===== src/rtl/unary_dot_accumulator.sv =====
// Unary dot-product decoder: integrates per-cycle adder-tree pulse counts into a binary sum.
// Result registered one cycle after the cycle in which every product block reports done.
// Result held on out_valid until out_ready; starts arriving while busy or held are dropped and flagged.
// Optional build macro UDA_CYCLE_COUNT_EN adds a cycle_count output captured with the result.
module unary_dot_accumulator #(
    parameter int WIDTH     = 4,
    parameter int NUM_PRODS = 16,
    parameter int TREE_W    = $clog2(NUM_PRODS + 1),
    parameter int ACC_W     = 2 * WIDTH + $clog2(NUM_PRODS)
) (
    input  logic                 clk,
    input  logic                 reset_n,
    input  logic                 start,
    input  logic [TREE_W-1:0]    pulse_sum,
    input  logic [NUM_PRODS-1:0] done_vec,
    output logic                 out_valid,
    input  logic                 out_ready,
    output logic [ACC_W-1:0]     out_data,
    output logic                 busy,
`ifdef UDA_CYCLE_COUNT_EN
    output logic [ACC_W:0]       cycle_count,
`endif
    output logic                 start_drop
);

    typedef enum logic [1:0] {
        IDLE  = 2'd0,
        ACCUM = 2'd1,
        VALID = 2'd2
    } state_t;

    state_t           state;
    logic [ACC_W-1:0] acc;
    logic [ACC_W-1:0] acc_next;
    logic             all_done;
`ifdef UDA_CYCLE_COUNT_EN
    logic [ACC_W:0]   cnt;
    logic [ACC_W:0]   cnt_next;
`endif

    // Running sum including this cycle's pulses, so the final cycle's pulses land in the result.
    always_comb begin
        all_done = &done_vec;
        acc_next = acc + ACC_W'(pulse_sum);
`ifdef UDA_CYCLE_COUNT_EN
        cnt_next = cnt + (ACC_W + 1)'(1);
`endif
    end

    // Control FSM with registered outputs; start_drop defaults low so it is a single-cycle pulse.
    always_ff @(posedge clk or negedge reset_n) begin
        if (!reset_n) begin
            state      <= IDLE;
            acc        <= '0;
            out_valid  <= 1'b0;
            out_data   <= '0;
            busy       <= 1'b0;
            start_drop <= 1'b0;
`ifdef UDA_CYCLE_COUNT_EN
            cnt         <= '0;
            cycle_count <= '0;
`endif
        end else begin
            start_drop <= 1'b0;
            case (state)
                IDLE: begin
                    if (start) begin
                        state <= ACCUM;
                        acc   <= '0;
                        busy  <= 1'b1;
`ifdef UDA_CYCLE_COUNT_EN
                        cnt   <= '0;
`endif
                    end
                end
                ACCUM: begin
                    acc <= acc_next;
`ifdef UDA_CYCLE_COUNT_EN
                    cnt <= cnt_next;
`endif
                    if (start) begin
                        start_drop <= 1'b1;
                    end
                    if (all_done) begin
                        state     <= VALID;
                        out_data  <= acc_next;
                        out_valid <= 1'b1;
                        busy      <= 1'b0;
`ifdef UDA_CYCLE_COUNT_EN
                        cycle_count <= cnt_next;
`endif
                    end
                end
                VALID: begin
                    if (out_ready) begin
                        out_valid <= 1'b0;
                        if (start) begin
                            // Handshake and new window in the same cycle: no bubble.
                            state <= ACCUM;
                            acc   <= '0;
                            busy  <= 1'b1;
`ifdef UDA_CYCLE_COUNT_EN
                            cnt   <= '0;
`endif
                        end else begin
                            state <= IDLE;
                        end
                    end else if (start) begin
                        start_drop <= 1'b1;
                    end
                end
                default: begin
                    state <= IDLE;
                end
            endcase
        end
    end

endmodule


===== config.mk =====
export PLATFORM = sky130hd
export DESIGN_NAME = unary_dot_accumulator
export DESIGN_NICKNAME = d
export VERILOG_FILES = /design/src/rtl/unary_dot_accumulator.sv
export SDC_FILE = /design/constraint.sdc
export NUM_CORES = 1
export LEC_CHECK = 0
export CORE_MARGIN = 5
export CORE_UTILIZATION = 49
export CTS_CLUSTER_DIAMETER = 30
export DETAILED_ROUTE_END_ITERATION = 6
export MAX_ROUTING_LAYER = met4
export PLACE_DENSITY = 0.85
export REMOVE_ABC_BUFFERS = 1
export SETUP_SLACK_MARGIN = 0.2
export SLEW_MARGIN = 20
export SYNTH_ARGS = -nofsm -noshare
export SYNTH_HDL_FRONTEND = slang
export SYNTH_SLANG_ARGS = --single-unit

===== constraint.sdc =====
create_clock -name clk -period 2.3 [get_ports clk]
set_input_delay 0.23 -clock clk [delete_from_list [all_inputs] [get_ports clk]]
set_output_delay 0.23 -clock clk [all_outputs]
set_load 0.02 [all_outputs]

==> flow_metrics.py <==
metrics = {
    "worst_setup_path": {
        "critical_path.slowest_cell": "sky130_fd_sc_hd__clkdlybuf4s50_1",
        "rr_worst_depth": 8,
        "crit_path_start_kind": "input pin",
        "crit_chain": "clkdlybuf4s50_1 > ha_2 > inv_2 > fa_2 > nand2b_4 > a21oi_4 > o211ai_1 > or3_1 > o21ai_1",
        "worst-endpoint-required_ps": 2560,
        "worst_path_largest_cell_delay_ps": 460,
        "critical_path_cell_count": 9,
        "critical_path.n_buffers_inverters": 2,
        "cp-end-kind": "flop",
        "crit_family": "simple AND/OR/NAND/NOR gates",
        "criticalPathCategory": "input pin to flop",
        "worst-endpoint-arrival_ps": 2270,
        "path_max_fanout": 3,
    },
    "synthesis": {
        "syn-instance-count": 181,
        "yosys-top-cells-area": "sky130_fd_sc_hd__dfrtp_1, sky130_fd_sc_hd__ha_1, sky130_fd_sc_hd__o21ai_0",
        "synth.cells.most_frequent": "sky130_fd_sc_hd__dfrtp_1, sky130_fd_sc_hd__nand2_1, sky130_fd_sc_hd__o21ai_0, sky130_fd_sc_hd__a21oi_1, sky130_fd_sc_hd__inv_1",
        "synth_cell_types": 35,
        "post_synth_xor_area_fraction": 0.0527,
        "netlist.top_cell.by_area": "sky130_fd_sc_hd__dfrtp_1",
        "synth.most_common_cell": "sky130_fd_sc_hd__dfrtp_1",
        "postSynthRegisterBits": 29,
        "yosys.area.top_type_share": 0.436,
        "synth_enable_flop_cells": 0,
        "post_synth.cell_area_avg_sq_um": 9.19,
        "synth_simple_gate_area_share": 0.187,
        "synth-compound-area-share": 0.181,
        "dominant_combinational_cell_family_by_area_after_synthesis": "simple AND/OR/NAND/NOR gates",
        "yosys-mux-area-fraction": 0.0150,
        "synth_async_sr_flop_share": 1.00,
        "ys.warnings.count": 0,
        "fraction_of_the_yosys_area_taken_by_sequential_cells": 0.436,
        "syn-cell-area_sq_mm": 0.00166,
        "synth_fa_ha_area_frac": 0.0873,
        "dominantRegCellSynth": "sky130_fd_sc_hd__dfrtp_1",
    },
    "global_route": {
        "globalRoute.totalOverflow": 0,
        "grt_start_max_net_pins": 30,
        "global_route_wire_length_before_repair_microns": 6350,
        "grt_antenna_before_repair": 0,
        "grt_util_overall": 0.191,
        "via_count_of_the_first_global_routing_pass": 1479,
    },
    "routing": {
        "ant_nets": 0,
        "drc": 0,
        "detail_route.wl_per_cell_microns": 13.6,
        "avgViaCountPerCell": 5.48,
        "1st_iter_drt_viols": 85,
        "drt_pre_antenna_iters": 4,
        "wl_microns": 3820,
        "vias": 1541,
    },
    "die": {
        "fp-row-count": 21,
        "die_area_sq_mm": 0.00466,
        "die_y_microns": 68.3,
        "io_pins": 40,
        "start_util": 0.502,
        "width_of_the_die_microns": 68.3,
        "core_sq_mm": 0.00331,
    },
    "clocking": {
        "clockBufferDepth": 2,
        "post_cts_resized": 0,
        "tritoncts": "done",
        "ctsRootBufferMaster": "sky130_fd_sc_hd__clkbuf_4",
        "post-cts-setup-buffers": 0,
        "clock_sinks": 29,
        "worst_setup_hold_path_clk_slew_ps": 80,
        "tritoncts.num_buffers": 5,
        "clock_insertion_delay_worst_skew_ps": 330,
        "clock_tree.htree_level_count": 2,
        "ctsHoldBuffers": 0,
    },
    "outcome": {
        "run_status": "completed",
    },
    "sta": {
        "rsz_0062_raised_after_global_routing": "false",
        "tightestPinTransition_ps": 376,
        "report.final.slew_viol_count": 0,
        "final_hold_viol_count": 0,
        "setup_viol": 0,
        "final.setup_skew_ps": 6.74,
        "min_period_ps": 2010,
        "worst_slew_margin_rel": 0.747,
        "hold-worst-slack_ps": 276,
        "max_clock_freq_ghz": 0.497,
        "final.setup.tns_ps": 0,
        "min_period_over_period": 0.875,
    },
    "power": {
        "max-vdd-ir-drop_uv": 372,
        "cellPowerDensity_mw_per_mm2": 694,
        "p_leak_nw": 0.979,
        "fin_total_pwr_mw": 1.58,
    },
    "run": {
        "maxCapViolCount": 0,
    },
    "finish": {
        "final-seq-area_sq_um": 726,
        "final_net_count": 271,
        "areaGrowthSynthToFinish_pct": 36.6,
        "multi_input_comb_area_sq_um": 900,
        "fillCellCount": 277,
        "antennaDiodeCount": 0,
        "layout-drive-gt1-share": 0.136,
        "fin_util": 0.686,
    },
    "placed_design": {
        "buffer_ports.inserted": 39,
        "dp_hpwl_microns": 2850,
        "gp_congestion": 0.850,
    },
    "min_path": {
        "holdCritPathClass": "input pin to asynchronous set/reset pin",
    },
}
worst reg2reg max path: cells and delay by family (launching register included):
family	cells	cell delay [ps]
buf+inv	1	40
flops	1	360
compound gates	3	420
simple gates	2	580
fa+ha+maj	2	540
final timing paths:
kind	from	end	slack, ps
max	pulse_sum[0]	acc[10]$_DFFE_PN0P_	290
min	reset_n	out_data[0]$_DFFE_PN0P_	280
max reg2reg	acc[0]$_DFFE_PN0P_	acc[10]$_DFFE_PN0P_	290
min reg2reg	out_data[6]$_DFFE_PN0P_	out_data[6]$_DFFE_PN0P_	480
max in group asynchronous	reset_n	acc[4]$_DFFE_PN0P_	1750
min in group clk	out_data[6]$_DFFE_PN0P_	out_data[6]$_DFFE_PN0P_	480
state kept, by name (all words and copies together) (netlist names):
signal      flops
out_data       12
busy            1
state           2
acc            12
start_drop      1
out_valid       1
power by group:
part / internal (mW) / total (mW) / switching, mW
combinational: 0.285 / 0.656 / 0.370
clock: 0.144 / 0.308 / 0.164
sequential: 0.560 / 0.611 / 0.0514
total: 0.989 / 1.58 / 0.586
layer usage:
layer  GRT usage  vias to the layer above  wire [microns]
met3      0.0542                       12             254
met1       0.222                      733            1590
met4      0.0670                        0              88
met5           -                        -               0
li1            -                      739               -
met2       0.314                       57            1890
per-stage QoR:
| stage | cells | worst slack (ps) | instance area [sq um] |
|---|---|---|---|
| after CTS | 281 | 226 | 2240 |
| after global placement | 274 | -48.1 | 2190 |
| after detailed placement | 274 | -110 | 2190 |
| final | 281 | 287 | 2270 |
| after floorplan | 176 | 362 | 1640 |
| after global routing | 281 | 171 | 2270 |
kinds of logic (layout without fill, tap and decap cells):
logic type,count (synthesis),in the layout
AND/OR/NAND/NOR,60,60
AO/OA/AOI/OAI,52,52
flip-flops,29,29
buffers and inverters,17,71
adder cells (fa/ha/maj),11,11
XOR/XNOR,10,10
multiplexers,2,2
layout make-up:
cell class,count,area share
Multi-Input combinational cell,135,0.396
Sequential cell,29,0.320
Timing Repair Buffer,52,0.215
Tap cell,46,0.0253
Clock buffer,7,0.0242
Inverter,12,0.0198
layout by cell type, fill, tap and decap left out, types with 6 or more instances in the layout:
| master | netlist | routed |
|---|---|---|
| sky130_fd_sc_hd__xor2_1 | 6 | 6 |
| sky130_fd_sc_hd__clkdlybuf4s50_1 | 0 | 39 |
| sky130_fd_sc_hd__ha_1 | 10 | 9 |
| sky130_fd_sc_hd__dfrtp_1 | 29 | 29 |
| sky130_fd_sc_hd__inv_1 | 12 | 11 |
| sky130_fd_sc_hd__o21ai_0 | 22 | 21 |
| sky130_fd_sc_hd__a21oi_1 | 15 | 14 |
| sky130_fd_sc_hd__buf_4 | 0 | 13 |
| sky130_fd_sc_hd__nand2_1 | 22 | 22 |
| sky130_fd_sc_hd__nor2_1 | 11 | 11 |
No activity file was read; power rests on OpenSTA's default activity.
